$ cat src/rtl/reg_pipe_chain.sv
// Chain of DEPTH registered stages with valid/ready flow control, flush and synchronous reset.
// Stage enables come from a bubble-collapsing ready chain driven by downstream backpressure.
module reg_pipe_chain #(
    parameter int unsigned      WIDTH     = 8,
    parameter int unsigned      DEPTH     = 4,
    parameter logic [WIDTH-1:0] RESET_VAL = '0
) (
    input  logic                       clk,
    input  logic                       rst,
    input  logic                       flush,
    input  logic                       in_valid,
    output logic                       in_ready,
    input  logic [WIDTH-1:0]           in_data,
    output logic                       out_valid,
    input  logic                       out_ready,
    output logic [WIDTH-1:0]           out_data,
    output logic [$clog2(DEPTH+1)-1:0] occupancy
);

    localparam int unsigned CW = $clog2(DEPTH + 1);

    generate
        if (DEPTH < 1) begin : g_bad_depth
            $error("reg_pipe_chain: DEPTH must be at least 1");
        end
    endgenerate

    logic [DEPTH-1:0]            v_q, v_d;
    logic [DEPTH-1:0]            rdy;
    logic [DEPTH-1:0][WIDTH-1:0] d_q, d_d;
    logic [CW-1:0]               occ_q, occ_d;

    // A stage may load when any stage at or after it is empty, or the sink is ready.
    always_comb begin
        logic bub;
        rdy = '0;
        bub = out_ready;
        for (int i = DEPTH - 1; i >= 0; i--) begin
            bub    = bub | ~v_q[i];
            rdy[i] = bub;
        end
    end

    assign in_ready = rdy[0] & ~flush;

    always_comb begin
        v_d   = v_q;
        d_d   = d_q;
        occ_d = '0;
        if (flush) begin
            v_d = '0;
        end else begin
            if (rdy[0]) begin
                v_d[0] = in_valid;
                if (in_valid) begin
                    d_d[0] = in_data;
                end
            end
            for (int i = 1; i < DEPTH; i++) begin
                if (rdy[i]) begin
                    v_d[i] = v_q[i-1];
                    if (v_q[i-1]) begin
                        d_d[i] = d_q[i-1];
                    end
                end
            end
        end
        for (int i = 0; i < DEPTH; i++) begin
            occ_d = occ_d + CW'(v_d[i]);
        end
    end

    always_ff @(posedge clk) begin
        if (rst) begin
            v_q   <= '0;
            d_q   <= {DEPTH{RESET_VAL}};
            occ_q <= '0;
        end else begin
            v_q   <= v_d;
            d_q   <= d_d;
            occ_q <= occ_d;
        end
    end

    assign out_valid = v_q[DEPTH-1];
    assign out_data  = d_q[DEPTH-1];
    assign occupancy = occ_q;

endmodule

$ cat config.mk
export PLATFORM = sky130hd
export DESIGN_NAME = reg_pipe_chain
export DESIGN_NICKNAME = d
export VERILOG_FILES = /design/src/rtl/reg_pipe_chain.sv
export SDC_FILE = /design/constraint.sdc
export NUM_CORES = 1
export LEC_CHECK = 0
export ABC_AREA = 1
export BUFFER_PORTS_ARGS = -buffer_cell sky130_fd_sc_hd__buf_2
export CAP_MARGIN = 10
export CORE_MARGIN = 4
export CORE_UTILIZATION = 30
export DETAILED_ROUTE_END_ITERATION = 7
export HOLD_SLACK_MARGIN = 0.1
export PLACE_DENSITY_LB_ADDON = 0.1
export SYNTH_ARGS = -nofsm -noshare
export SYNTH_HDL_FRONTEND = slang
export SYNTH_SLANG_ARGS = --single-unit
$ cat constraint.sdc
create_clock -name clk -period 2.9 [get_ports clk]
set_clock_uncertainty 0.1 [all_clocks]
set_input_delay 0.435 -clock clk [delete_from_list [all_inputs] [get_ports clk]]
set_output_delay 0.435 -clock clk [all_outputs]
set_load 0.01 [all_outputs]
==> out/results.txt, run 1 <==
The first global-routing pass estimated 5.33 mm of wire. Row generation in the floorplan step produced 26 rows. Yosys printed 0 warnings. Of the cells placed in the final design, the portion with a size suffix greater than 1 is 15.8%.

Of all nets on the critical path, the largest fanout is 6. The accumulated negative setup slack is 0 ns, and the critical path data required time is 2.97 ns. Each instance of the synthesized netlist takes up on average 7.37 um2.

The via count normalized by instance count was 3.99; the number of hold-repair buffers added at the cts stage was 0. Across the VDD grid, the largest voltage drop is 0.193 mV. The DRC marker count from the first detailed-route iteration was 34. For this run the aggregate overflow at the end of global routing stands at 0. Antenna violation net count after detailed routing: 0. The region available for standard cell placement spans 5170 um2.

For this run, the total global-route usage over all layers was measured as 10.5%. In the routed design, unresolved DRC markers number 0. The number of ports placed on the die boundary was 26.

Counting every net in the synthesized netlist gives 236. The die boundary height was 81.5 um. The met2 capacity usage during global routing is 15.1%.

The worst setup path is captured at a register. Post-synthesis cell type count: 21. STA puts the critical path data arrival time at 2.26 ns.

The congestion estimate from routability-driven global placement came to 0.770. The met3 routing resource usage after global routing came out at 3.62%. The synthesized netlist devotes 8.73% of its cell area to compound gates.

Final worst-path cycle share: 75.2%. Number of endpoints failing setup at the final stage: 0. For this design, the sink count on the clock tree is 39. Number of antenna cells inserted: 0. In the layout the commonest cells are sky130_fd_sc_hd__nor2_1 (65), sky130_fd_sc_hd__dfxtp_1 (39), sky130_fd_sc_hd__inv_1 (38). The logs give 2 for the maximum number of buffers from clock root to sink and 34 for the maximum number of pins on one net before global-route repair. The post-cts repair resize count was 0. Relative to the synthesized area, the layout overhead comes to 15.4%. The final-stage net count was 257.

For this configuration, the core starts out at a cell density of 31.3%. The floorplan step set the die width to 81.5 um. For the detailed-route via count, the log shows 1242. Dividing the detail-routed wire length by the instance count gives 9.66 um. The final count of pins violating max slew is 0.

Upper clock frequency limit: 0.458 GHz. The detailed-route wire length was 3.01 mm; the count of buffers from port buffering was 25. Of all flip-flops after synthesis, the portion carrying an async set or reset was 0%. The cell sitting at the root of the clock tree is a sky130_fd_sc_hd__clkbuf_8. Most common library cell in the layout ignoring fill and taps: sky130_fd_sc_hd__nor2_1. The time the final worst path needs with I/O delays and setup was 2.18 ns. In this run the cell area of the synthesized design comes to 1620 um2. Clock-pin slew was measured on the worst setup and hold paths at 0.07 ns.

In the synthesized netlist, the number of instances is 220. The clock tree synthesis step divided the H-tree into 2 levels. Setup repair after global routing left no endpoint under its margin. The later pin in the worst-skew pair is clocked with a latency of 0.28 ns.

The tools report the number of antenna violations at the first check in global routing as 0. The number of placed cells counting well taps is 304, and the simple-gate share of the synthesized area is 26.3%. TritonCTS built the clock tree.

For this run, the number of standard cells in the final layout without fillers is 311. The post-synthesis xor/xnor area fraction came out at 0%. In the synthesized netlist the dominant register cell turns out to be sky130_fd_sc_hd__dfxtp_1. The flow ran to the end, and the final reports show no timing, DRC or antenna violations. For this design the ratio of total power to cell area is 563 nW/um2. The wire-length estimate of the detail-placed layout is 2.12 mm. After clock tree synthesis, the setup repair step added 0 buffers. The number of global-route vias before repair was 1155. The number of flops mapped to enable cells by yosys was 0.

Main combinational cell family by area after synthesis: simple AND/OR/NAND/NOR gates. For this run, the share of the core covered by cells in the final layout is 36.2%. The layout filler cell count is 596, and the TritonCTS buffer count is 5. In this run the worst hold path is classified as input port to register. The hold violation total from the final report was 0. The tool flagged a number of max-cap violations equal to 0.

After synthesis, flip-flops and latches occupy 48.2% of the total area. By startpoint and endpoint, the worst setup path is classified as register to register. The first detailed-routing pass ran for 4 iterations. The global-route layer with the greatest usage was met2. After Yosys synthesis, full adders, half adders and majority gates account for 2.78% of the synthesized area. The synthesized design contains 39 register bits. The met1 track demand over resource in global routing was 14.2%. The floorplan step defined a die boundary enclosing 6640 um2. The slew at the pin closest to its max-slew limit is 0.859 ns, and the headroom to the max-slew limit is 42.6%. STA classifies the critical path startpoint as a register. For this design the static power due to leakage is 0.941 nW. Measured against the total synthesized area, the mux share comes to 0%.
[cell usage after synthesis (2+ instances only)]
| master | number | area (um2) |
|---|---|---|
| sky130_fd_sc_hd__clkbuf_1 | 4 | 15.0 |
| sky130_fd_sc_hd__o21ai_0 | 25 | 125 |
| sky130_fd_sc_hd__buf_4 | 8 | 60.1 |
| sky130_fd_sc_hd__ha_1 | 2 | 25.0 |
| sky130_fd_sc_hd__nand4_1 | 8 | 50.1 |
| sky130_fd_sc_hd__nor2_1 | 65 | 244 |
| sky130_fd_sc_hd__inv_1 | 38 | 143 |
| sky130_fd_sc_hd__dfxtp_1 | 39 | 781 |
| sky130_fd_sc_hd__nand2_1 | 19 | 71.3 |
[cell families (layout without fill, tap and decap cells)]
kind of cell | count (synthesis) | after routing
AND/OR/NAND/NOR | 98 | 98
buffers and inverters | 52 | 73
flip-flops | 39 | 39
AO/OA/AOI/OAI | 28 | 28
adder cells (fa/ha/maj) | 3 | 3
[power by group]
| part | leakage [nW] | switching [mW] | total (mW) | internal [mW] |
|---|---|---|---|---|
| Clock | 0.0513 | 0.173 | 0.426 | 0.252 |
| Sequential | 0.317 | 0.00684 | 0.558 | 0.551 |
| Combinational | 0.573 | 0.0432 | 0.0704 | 0.0272 |
| Total | 0.941 | 0.224 | 1.05 | 0.830 |
[area by class of cell]
class	count	area (um2)	area share, %
Multi-Input combinational cell	129	613	32.8
Tap cell	70	87.6	4.68
Clock inverter	1	30.0	1.61
Timing Repair Buffer	27	140	7.49
Clock buffer	6	72.6	3.88
Inverter	39	146	7.83
Sequential cell	39	781	41.7
[metrics by stage]
step	area [um2]	setup WS, ns	hold slack (ns)	total power, mW
floorplan	1620	0.599	0.350	0.618
global placement	1770	0.561	0.362	0.642
detailed placement	1770	0.522	0.370	0.641
CTS	1870	0.717	0.298	1.07
global route	1870	0.609	0.304	1.11
finish	1870	0.718	0.316	1.05
[critical path, stage by stage, from the launching register on]
cell and delay, ns:
sky130_fd_sc_hd__dfxtp_1 0.33, sky130_fd_sc_hd__inv_1 0.06, sky130_fd_sc_hd__nor2_4 0.16, sky130_fd_sc_hd__nand4_2 0.11, sky130_fd_sc_hd__inv_1 0.09, sky130_fd_sc_hd__o21ai_1 0.12
sky130_fd_sc_hd__fa_1 0.55, sky130_fd_sc_hd__inv_1 0.04, sky130_fd_sc_hd__ha_1 0.17, sky130_fd_sc_hd__ha_1 0.26, sky130_fd_sc_hd__inv_1 0.05, sky130_fd_sc_hd__nor2_1 0.03
[sequential cells by signal, summed over array words and instances (netlist names)]
| signal | count |
|---|---|
| occupancy | 3 |
| v_q | 4 |
| out_data | 8 |
| d_q | 24 |
[worst paths after layout]
| check | from | to | slack [ns] | cells after the start |
|---|---|---|---|---|
| worst max register to register | v_q[3] | occupancy[1] | 0.72 | 11 |
| worst min register to register | d_q[11] | d_q[11] | 0.38 | 2 |
| worst min-delay path | rst | occupancy[1] | 0.32 | 2 |
| worst max-delay path | v_q[3] | occupancy[1] | 0.72 | 11 |
[layer usage]
metal,wire (um),up-vias
met5,0,-
met4,25,0
met3,190,2
met2,1230,33
met1,1560,501
li1,-,706
Power figures use the tool's default switching activity.
==> run 2, diff against run 1 <==
==> constraint.sdc (replaced) <==
create_clock -name clk -period 1.96 [get_ports clk]
set_clock_uncertainty 0.1 [all_clocks]
set_input_delay 0.294 -clock clk [delete_from_list [all_inputs] [get_ports clk]]
set_output_delay 0.294 -clock clk [all_outputs]
set_load 0.01 [all_outputs]
==> run 2 against run 1 <==
Against the previous run:
- the flow now finishes with violations (setup timing)
- non-clock buffer count up 15
- sequential power rose by 48%
- via count increased by 5.6%
- design area is 9.0% higher
- setup slack got worse by 0.75 ns
- final cell count grew 5.1%
- power is 53% higher
- largest power group unchanged
==> out/results.txt, run 2 (synthesized netlist as in run 1, its figures left out) <==
The width of the die was 81.5 um (unchanged). The worst voltage drop across the vdd grid is 0.249 mV (was 0.193 mV), and the maximum number of buffers from clock root to sink is 2 (unchanged). Residual DRC count: 0 (unchanged). The total met3 wirelength after detailed routing was 168 um (was 190 um); the final worst-path cycle share was 102% (was 75.2%). The tools report the layout filler cell count as 557 (was 596).

The run gives 2.18 mm (was 2.12 mm) as the final HPWL from detailed placement. The reg-to-reg critical path startpoint is v_q[3] (unchanged). The run finished, with violations left. The setup slack of the worst register-to-register path was -0.03 ns (was 0.72 ns).

The run gives 1880 um2 (was 1770 um2) as the cell area after placement. The final standard cell area without fillers is 2040 um2 (was 1870 um2). The root buffer selected by CTS was sky130_fd_sc_hd__clkbuf_8 (unchanged).

The highest net fanout along the worst path is 4 (was 6). For the number of antenna cells inserted, the log shows 0 (unchanged). The depth of the worst hold-timing path is 2 (unchanged), and the total power is 1.61 mW (was 1.05 mW). The run gives 11.2% (was 10.5%) as the global routing usage summed across all routing layers. The upper clock frequency limit was 0.502 GHz (was 0.458 GHz).

Most common library cell in the layout ignoring fill and taps: sky130_fd_sc_hd__nor2_1 (unchanged). The per-cell routed wire length was 9.65 um (was 9.66 um); the number of iterations in the first detailed-routing pass was 4 (unchanged). The tools report the endpoint of the worst hold path as occupancy[0] (was occupancy[1]). The tools report the die area as 6640 um2 (unchanged). The count of max-cap constraint violations was 0 (unchanged); the headroom to the max-slew limit was 75.7% (was 42.6%). The launch instance of the worst min-delay path was rst (unchanged). The data arrival time at the worst-slack endpoint was 2.12 ns (was 2.26 ns); the antenna violation net count after detailed routing was 0 (unchanged). Register with the most flip-flops: d_q (unchanged).

The number of placed cells counting well taps is 316 (was 304), and the initial core utilization is 31.3% (unchanged). The final count of pins violating max slew came out at 0 (unchanged). Leakage power: 1.02 nW (was 0.941 nW).

For the number of global-route vias before repair, the log shows 1249 (was 1155). The number of standard cells in the final layout excluding fillers was 327 (was 311). The count of buffers from port buffering is 25 (unchanged), and the critical path data required time is 2.09 ns (was 2.97 ns). The worst reg2reg path depth was 11 (unchanged); the clock net sink count was 39 (unchanged). The post-place setup slack is -0.155 ns (was 0.522 ns). The final-stage net count is 272 (was 257). The capturing element type of the critical path is a register (unchanged).

Most used cells in the layout excluding fill and tap cells: sky130_fd_sc_hd__nor2_1 (65), sky130_fd_sc_hd__dfxtp_1 (38), sky130_fd_sc_hd__inv_1 (33) (was sky130_fd_sc_hd__nor2_1 (65), sky130_fd_sc_hd__dfxtp_1 (39), sky130_fd_sc_hd__inv_1 (38)). The tools report the number of antenna violations at the first check in global routing as 0 (unchanged). The slack of the critical path was -0.0309 ns (was 0.718 ns). The number of hold-repair buffers added at the cts stage was 0 (unchanged); the number of endpoints failing setup at the final stage was 1 (was 0). Category of the worst setup path launch point: a register (unchanged).

The TritonCTS buffer count came out at 5 (unchanged). The tools report the number of ports placed on the die boundary as 26 (unchanged). Global-route wire length before repair: 5.69 mm (was 5.33 mm). The tools report the smallest hold slack as 0.154 ns (was 0.316 ns). The fraction of layout cells with a size suffix above 1 is 24.9% (was 15.8%). The run gives 0.764 (was 0.770) as the final estimated routing congestion in global placement. The detailed-route wire length is 3.16 mm (was 3.01 mm), and the total power density per cell area is 790 nW/um2 (was 563 nW/um2).

The core utilization of the finished layout is 39.4% (was 36.2%). The area growth from synthesis to final layout is 25.9% (was 15.4%), and the number of placement rows is 26 (unchanged). The checks that failed: setup timing. Kind of critical path: register to register (unchanged). The time the final worst path needs with I/O delays and setup is 1.99 ns (was 2.18 ns), and the core area is 5170 um2 (unchanged).

The flip-flop count of the largest register after layout was 24 (unchanged); the routed length on met2 was 1.28 mm (was 1.23 mm). The accumulated negative setup slack is -0.0309 ns (was 0 ns), and the detailed-route via count is 1311 (was 1242). The uppermost layer routed was met4 (unchanged). The slew at the pin closest to its max-slew limit is 0.363 ns (was 0.859 ns), and the hold violation total from the final report is 0 (unchanged).

The routed metal-1 wire length is 1.64 mm (was 1.56 mm). The die boundary height was 81.5 um (unchanged). The tools report the DRC marker count from the first detailed-route iteration as 57 (was 34). The clock transition at the registers of the reported paths came out at 0.08 ns (was 0.07 ns).

The via count normalized by instance count works out to 4.01 (was 3.99). The final global-route overflow total came out at 0 (unchanged). Setup repair after global routing could not meet its margin everywhere. TritonCTS built the clock tree. Maximum number of pins on one net before global-route repair: 34 (unchanged). The tools report the endpoint of the worst-slack reg-to-reg timing path as occupancy[1] (unchanged). The deepest level of the CTS H-tree is 2 (unchanged), and the clock network latency to the later pin of the worst-skew pair is 0.29 ns (was 0.28 ns). The path class of the lowest-slack min-delay path was input port to register (unchanged).
## run 2: worst max-delay path, cell delays in order (launching register included)
cell	delay, ns
sky130_fd_sc_hd__dfxtp_2	0.33
sky130_fd_sc_hd__inv_2	0.04
sky130_fd_sc_hd__nor2_4	0.14
sky130_fd_sc_hd__nand4_4	0.10
sky130_fd_sc_hd__inv_2	0.10
sky130_fd_sc_hd__o21ai_4	0.06
sky130_fd_sc_hd__fa_1	0.52
sky130_fd_sc_hd__inv_2	0.05
sky130_fd_sc_hd__ha_4	0.15
sky130_fd_sc_hd__ha_4	0.25
sky130_fd_sc_hd__inv_2	0.02
sky130_fd_sc_hd__nor2_1	0.07
## run 2: what timing repair did
item,CTS,global route
gates resized for setup,2,4
pin swaps,2,2
setup endpoints to repair,2,3
setup buffers,2,1
## run 2: final cells by class
| cell class | instances | area [um2] | area share [%] |
|---|---|---|---|
| Clock buffer | 5 | 68.8 | 3.37 |
| Clock inverter | 3 | 43.8 | 2.15 |
| Inverter | 39 | 146 | 7.18 |
| Multi-Input combinational cell | 129 | 658 | 32.3 |
| Sequential cell | 39 | 782 | 38.3 |
| Tap cell | 70 | 87.6 | 4.29 |
| Timing Repair Buffer | 42 | 253 | 12.4 |
## run 2: report_power, final
group | internal (mW) | switching [mW] | leakage [nW]
Clock | 0.379 | 0.292 | 0.0581
Combinational | 0.0485 | 0.0680 | 0.647
Sequential | 0.814 | 0.0101 | 0.317
Total | 1.24 | 0.370 | 1.02
## run 2: metal layers
metal / GRT usage [%] / vias up
met5: 0 / -
met4: 5.57 / 0
met3: 3.40 / 7
met2: 17.1 / 24
met1: 14.2 / 542
li1: - / 738
## run 2: worst max-delay path by stage
stage / start / end / slack (ns)
final: v_q[3] / occupancy[1] / -0.03
after global routing: v_q[3] / occupancy[1] / -0.14
after CTS: v_q[3] / occupancy[1] / -0.04
after detailed placement: out_ready / occupancy[1] / -0.15
after global placement: out_ready / occupancy[1] / -0.13
after floorplan: v_q[3] / occupancy[1] / -0.19
==> run 3, diff against run 2 <==
--- a/config.mk
+++ b/config.mk
@@ -13,6 +13,7 @@
 export DETAILED_ROUTE_END_ITERATION = 7
 export HOLD_SLACK_MARGIN = 0.1
 export PLACE_DENSITY_LB_ADDON = 0.1
+export RECOVER_POWER = 50
 export SYNTH_ARGS = -nofsm -noshare
 export SYNTH_HDL_FRONTEND = slang
 export SYNTH_SLANG_ARGS = --single-unit
==> run 3 against run 2 <==
Against the previous run:
- the run still ends with setup timing left
- setup slack lost 0.0040 ns
- global-route usage is the same
- sequential cell count is the same
- via count shrank 0.31%
- die area is the same
- clock power is essentially flat
- first-iteration DRC count shrank 16%
- sequential power is essentially flat
- non-clock buffer count is the same
- largest cell class unchanged
- largest power group unchanged
==> out/results.txt, run 3 (synthesized netlist as in run 1, its figures left out) <==
The tools report the capturing element type of the critical path as a register (unchanged). Cell-by-cell trace of the critical path: inv_2, nor2_4, nand4_4, inv_2, o21ai_4, fa_1, inv_2, ha_4, ha_4, inv_2, nor2_1 (unchanged). The antenna violation net count after detailed routing is 0 (unchanged), and the width of the die is 81.5 um (unchanged). The library cell contributing the largest single delay on the critical path is sky130_fd_sc_hd__fa_1 (unchanged). The worst path buffer plus inverter count was 4 (unchanged); the deepest level of the CTS H-tree was 2 (unchanged). The area growth from synthesis to final layout was 24.5% (was 25.9%); the smallest hold slack was 0.154 ns (about the same).

The logs give 0.501 GHz (was 0.502 GHz) for the upper clock frequency limit and 5.69 mm (unchanged) for the global-route wire length before repair. The die boundary height came out at 81.5 um (unchanged). The hold violation total from the final report was 0 (unchanged); the worst voltage drop across the vdd grid was 0.249 mV (about the same). The number of placed cells counting well taps was 316 (unchanged); the total power density per cell area was 799 nW/um2 (was 790 nW/um2). The logs give 26 (unchanged) for the number of ports placed on the die boundary and -0.0349 ns (was -0.0309 ns) for the slack of the critical path.

For the DRC marker count from the first detailed-route iteration, the log shows 48 (was 57). The number of standard cells in the final layout excluding fillers was 327 (unchanged). The final standard cell area without fillers was 2020 um2 (was 2040 um2). The flow ran to the end, but the final reports show violations. For the number of antenna cells inserted, the log shows 0 (unchanged). The headroom to the max-slew limit is 76.1% (was 75.7%), and the number of endpoints failing setup at the final stage is 1 (unchanged). Most used cells in the layout excluding fill and tap cells: sky130_fd_sc_hd__nor2_1 (65), sky130_fd_sc_hd__dfxtp_1 (38), sky130_fd_sc_hd__inv_1 (33) (unchanged). The tools report the final HPWL from detailed placement as 2.18 mm (unchanged).

The die area is 6640 um2 (unchanged). Violations in the final reports: setup timing (unchanged). For the maximum number of buffers from clock root to sink, the log shows 2 (unchanged). Register with the most flip-flops: d_q (unchanged).

The highest net fanout along the worst path was 4 (unchanged); the flip-flop count of the largest register after layout was 24 (unchanged). Clock transition at the registers of the reported paths: 0.08 ns (about the same). The final-stage net count came out at 272 (unchanged). The number of placement rows was 26 (unchanged).

The number of antenna violations at the first check in global routing was 0 (unchanged). The leakage power is 0.969 nW (was 1.02 nW). The most common library cell in the layout ignoring fill and taps is sky130_fd_sc_hd__nor2_1 (unchanged).

The clock net sink count came out at 39 (unchanged). For the cell area after placement, the log shows 1880 um2 (unchanged). The global routing usage summed across all routing layers is 11.2% (unchanged), and the per-cell routed wire length is 9.73 um (was 9.65 um).

The critical path's largest stage delay came out at 0.52 ns (about the same). The count of buffers from port buffering was 25 (unchanged). The run gives 2.09 ns (about the same) as the critical path data required time.

The root buffer selected by CTS was sky130_fd_sc_hd__clkbuf_8 (unchanged). The fraction of layout cells with a size suffix above 1 is 19.8% (was 24.9%), and the final worst-path cycle share is 102% (about the same). Final global-route overflow total: 0 (unchanged).

The total power came out at 1.61 mW (about the same). The logs give 1249 (unchanged) for the number of global-route vias before repair and 2.13 ns (was 2.12 ns) for the data arrival time at the worst-slack endpoint. The logs give 0.764 (unchanged) for the final estimated routing congestion in global placement and 0 (unchanged) for the count of max-cap constraint violations. The detailed-route via count came out at 1307 (was 1311). TritonCTS built the clock tree. The cell repeated most along the worst path was sky130_fd_sc_hd__inv_2 (unchanged). The path class of the lowest-slack min-delay path is input port to register (unchanged). The number of iterations in the first detailed-routing pass was 4 (unchanged). Number of hold-repair buffers added at the cts stage: 0 (unchanged).

The maximum number of pins on one net before global-route repair was 34 (unchanged). The run gives 3.18 mm (was 3.16 mm) as the detailed-route wire length. The run gives 0 (unchanged) as the residual DRC count. Setup repair after global routing could not meet its margin everywhere. The final count of pins violating max slew came out at 0 (unchanged).

The kind of critical path was register to register (unchanged). The core utilization of the finished layout came out at 39.0% (was 39.4%). The TritonCTS buffer count is 5 (unchanged), and the via count normalized by instance count is 4.00 (was 4.01). The slew at the pin closest to its max-slew limit was 0.358 ns (was 0.363 ns).

The clock network latency to the later pin of the worst-skew pair is 0.29 ns (about the same). The core area is 5170 um2 (unchanged). The time the final worst path needs with I/O delays and setup was 1.99 ns (about the same); the initial core utilization was 31.3% (unchanged). Gate family responsible for the most delay along the worst path: adder cells (unchanged).

The category of the worst setup path launch point is a register (unchanged).
run 3: what timing repair did:
item                                   in CTS  in global routing
gates resized for setup                     2                  4
endpoints found under the hold margin       0                  0
setup endpoints to repair                   2                  3
buffers inserted                            2                  1
pin swaps                                   2                  2
run 3: cell type report:
cell class                 instances  area [um2]
tap                               70        87.6
timing repair buffer              42         235
fill                             567        3160
clock inverter                     3        43.8
clock buffer                       5        68.8
multi-input combinational        129         653
inverter                          39         146
sequential                        39         782
run 3: worst reg2reg max path, cell delays in order (launching register included):
cell and delay, ns:
sky130_fd_sc_hd__dfxtp_2 0.33, sky130_fd_sc_hd__inv_2 0.04, sky130_fd_sc_hd__nor2_4 0.14, sky130_fd_sc_hd__nand4_4 0.10, sky130_fd_sc_hd__inv_2 0.10, sky130_fd_sc_hd__o21ai_4 0.06
sky130_fd_sc_hd__fa_1 0.52, sky130_fd_sc_hd__inv_2 0.05, sky130_fd_sc_hd__ha_4 0.15, sky130_fd_sc_hd__ha_4 0.25, sky130_fd_sc_hd__inv_2 0.02, sky130_fd_sc_hd__nor2_1 0.07
run 3: where the power goes:
part / internal (mW) / total (mW) / switching, mW
Sequential: 0.814 / 0.824 / 0.0102
Clock: 0.379 / 0.671 / 0.292
Combinational: 0.0476 / 0.116 / 0.0680
run 3: metal layers:
| layer | vias up | wire length (um) | global-route usage, % |
|---|---|---|---|
| li1 | 739 | - | - |
| met1 | 535 | 1660 | 14.2 |
| met2 | 26 | 1280 | 17.1 |
| met3 | 7 | 169 | 3.40 |
| met4 | 0 | 71 | 5.57 |
| met5 | - | 0 | 0 |
run 3: worst paths after layout:
path         depth (start not counted)     from  slack, ns      endpoint
max                                 11   v_q[3]      -0.03  occupancy[1]
min                                  2      rst       0.15  occupancy[0]
max reg2reg                         11   v_q[3]      -0.03  occupancy[1]
min reg2reg                          2  d_q[11]       0.38       d_q[11]
run 3: metrics by stage:
step                TNS, ns  setup slack [ns]
finish              -0.0349           -0.0349
global route         -0.181            -0.138
CTS                 -0.0376           -0.0376
detailed placement   -0.187            -0.155
global placement     -0.139            -0.126
floorplan            -0.283            -0.187
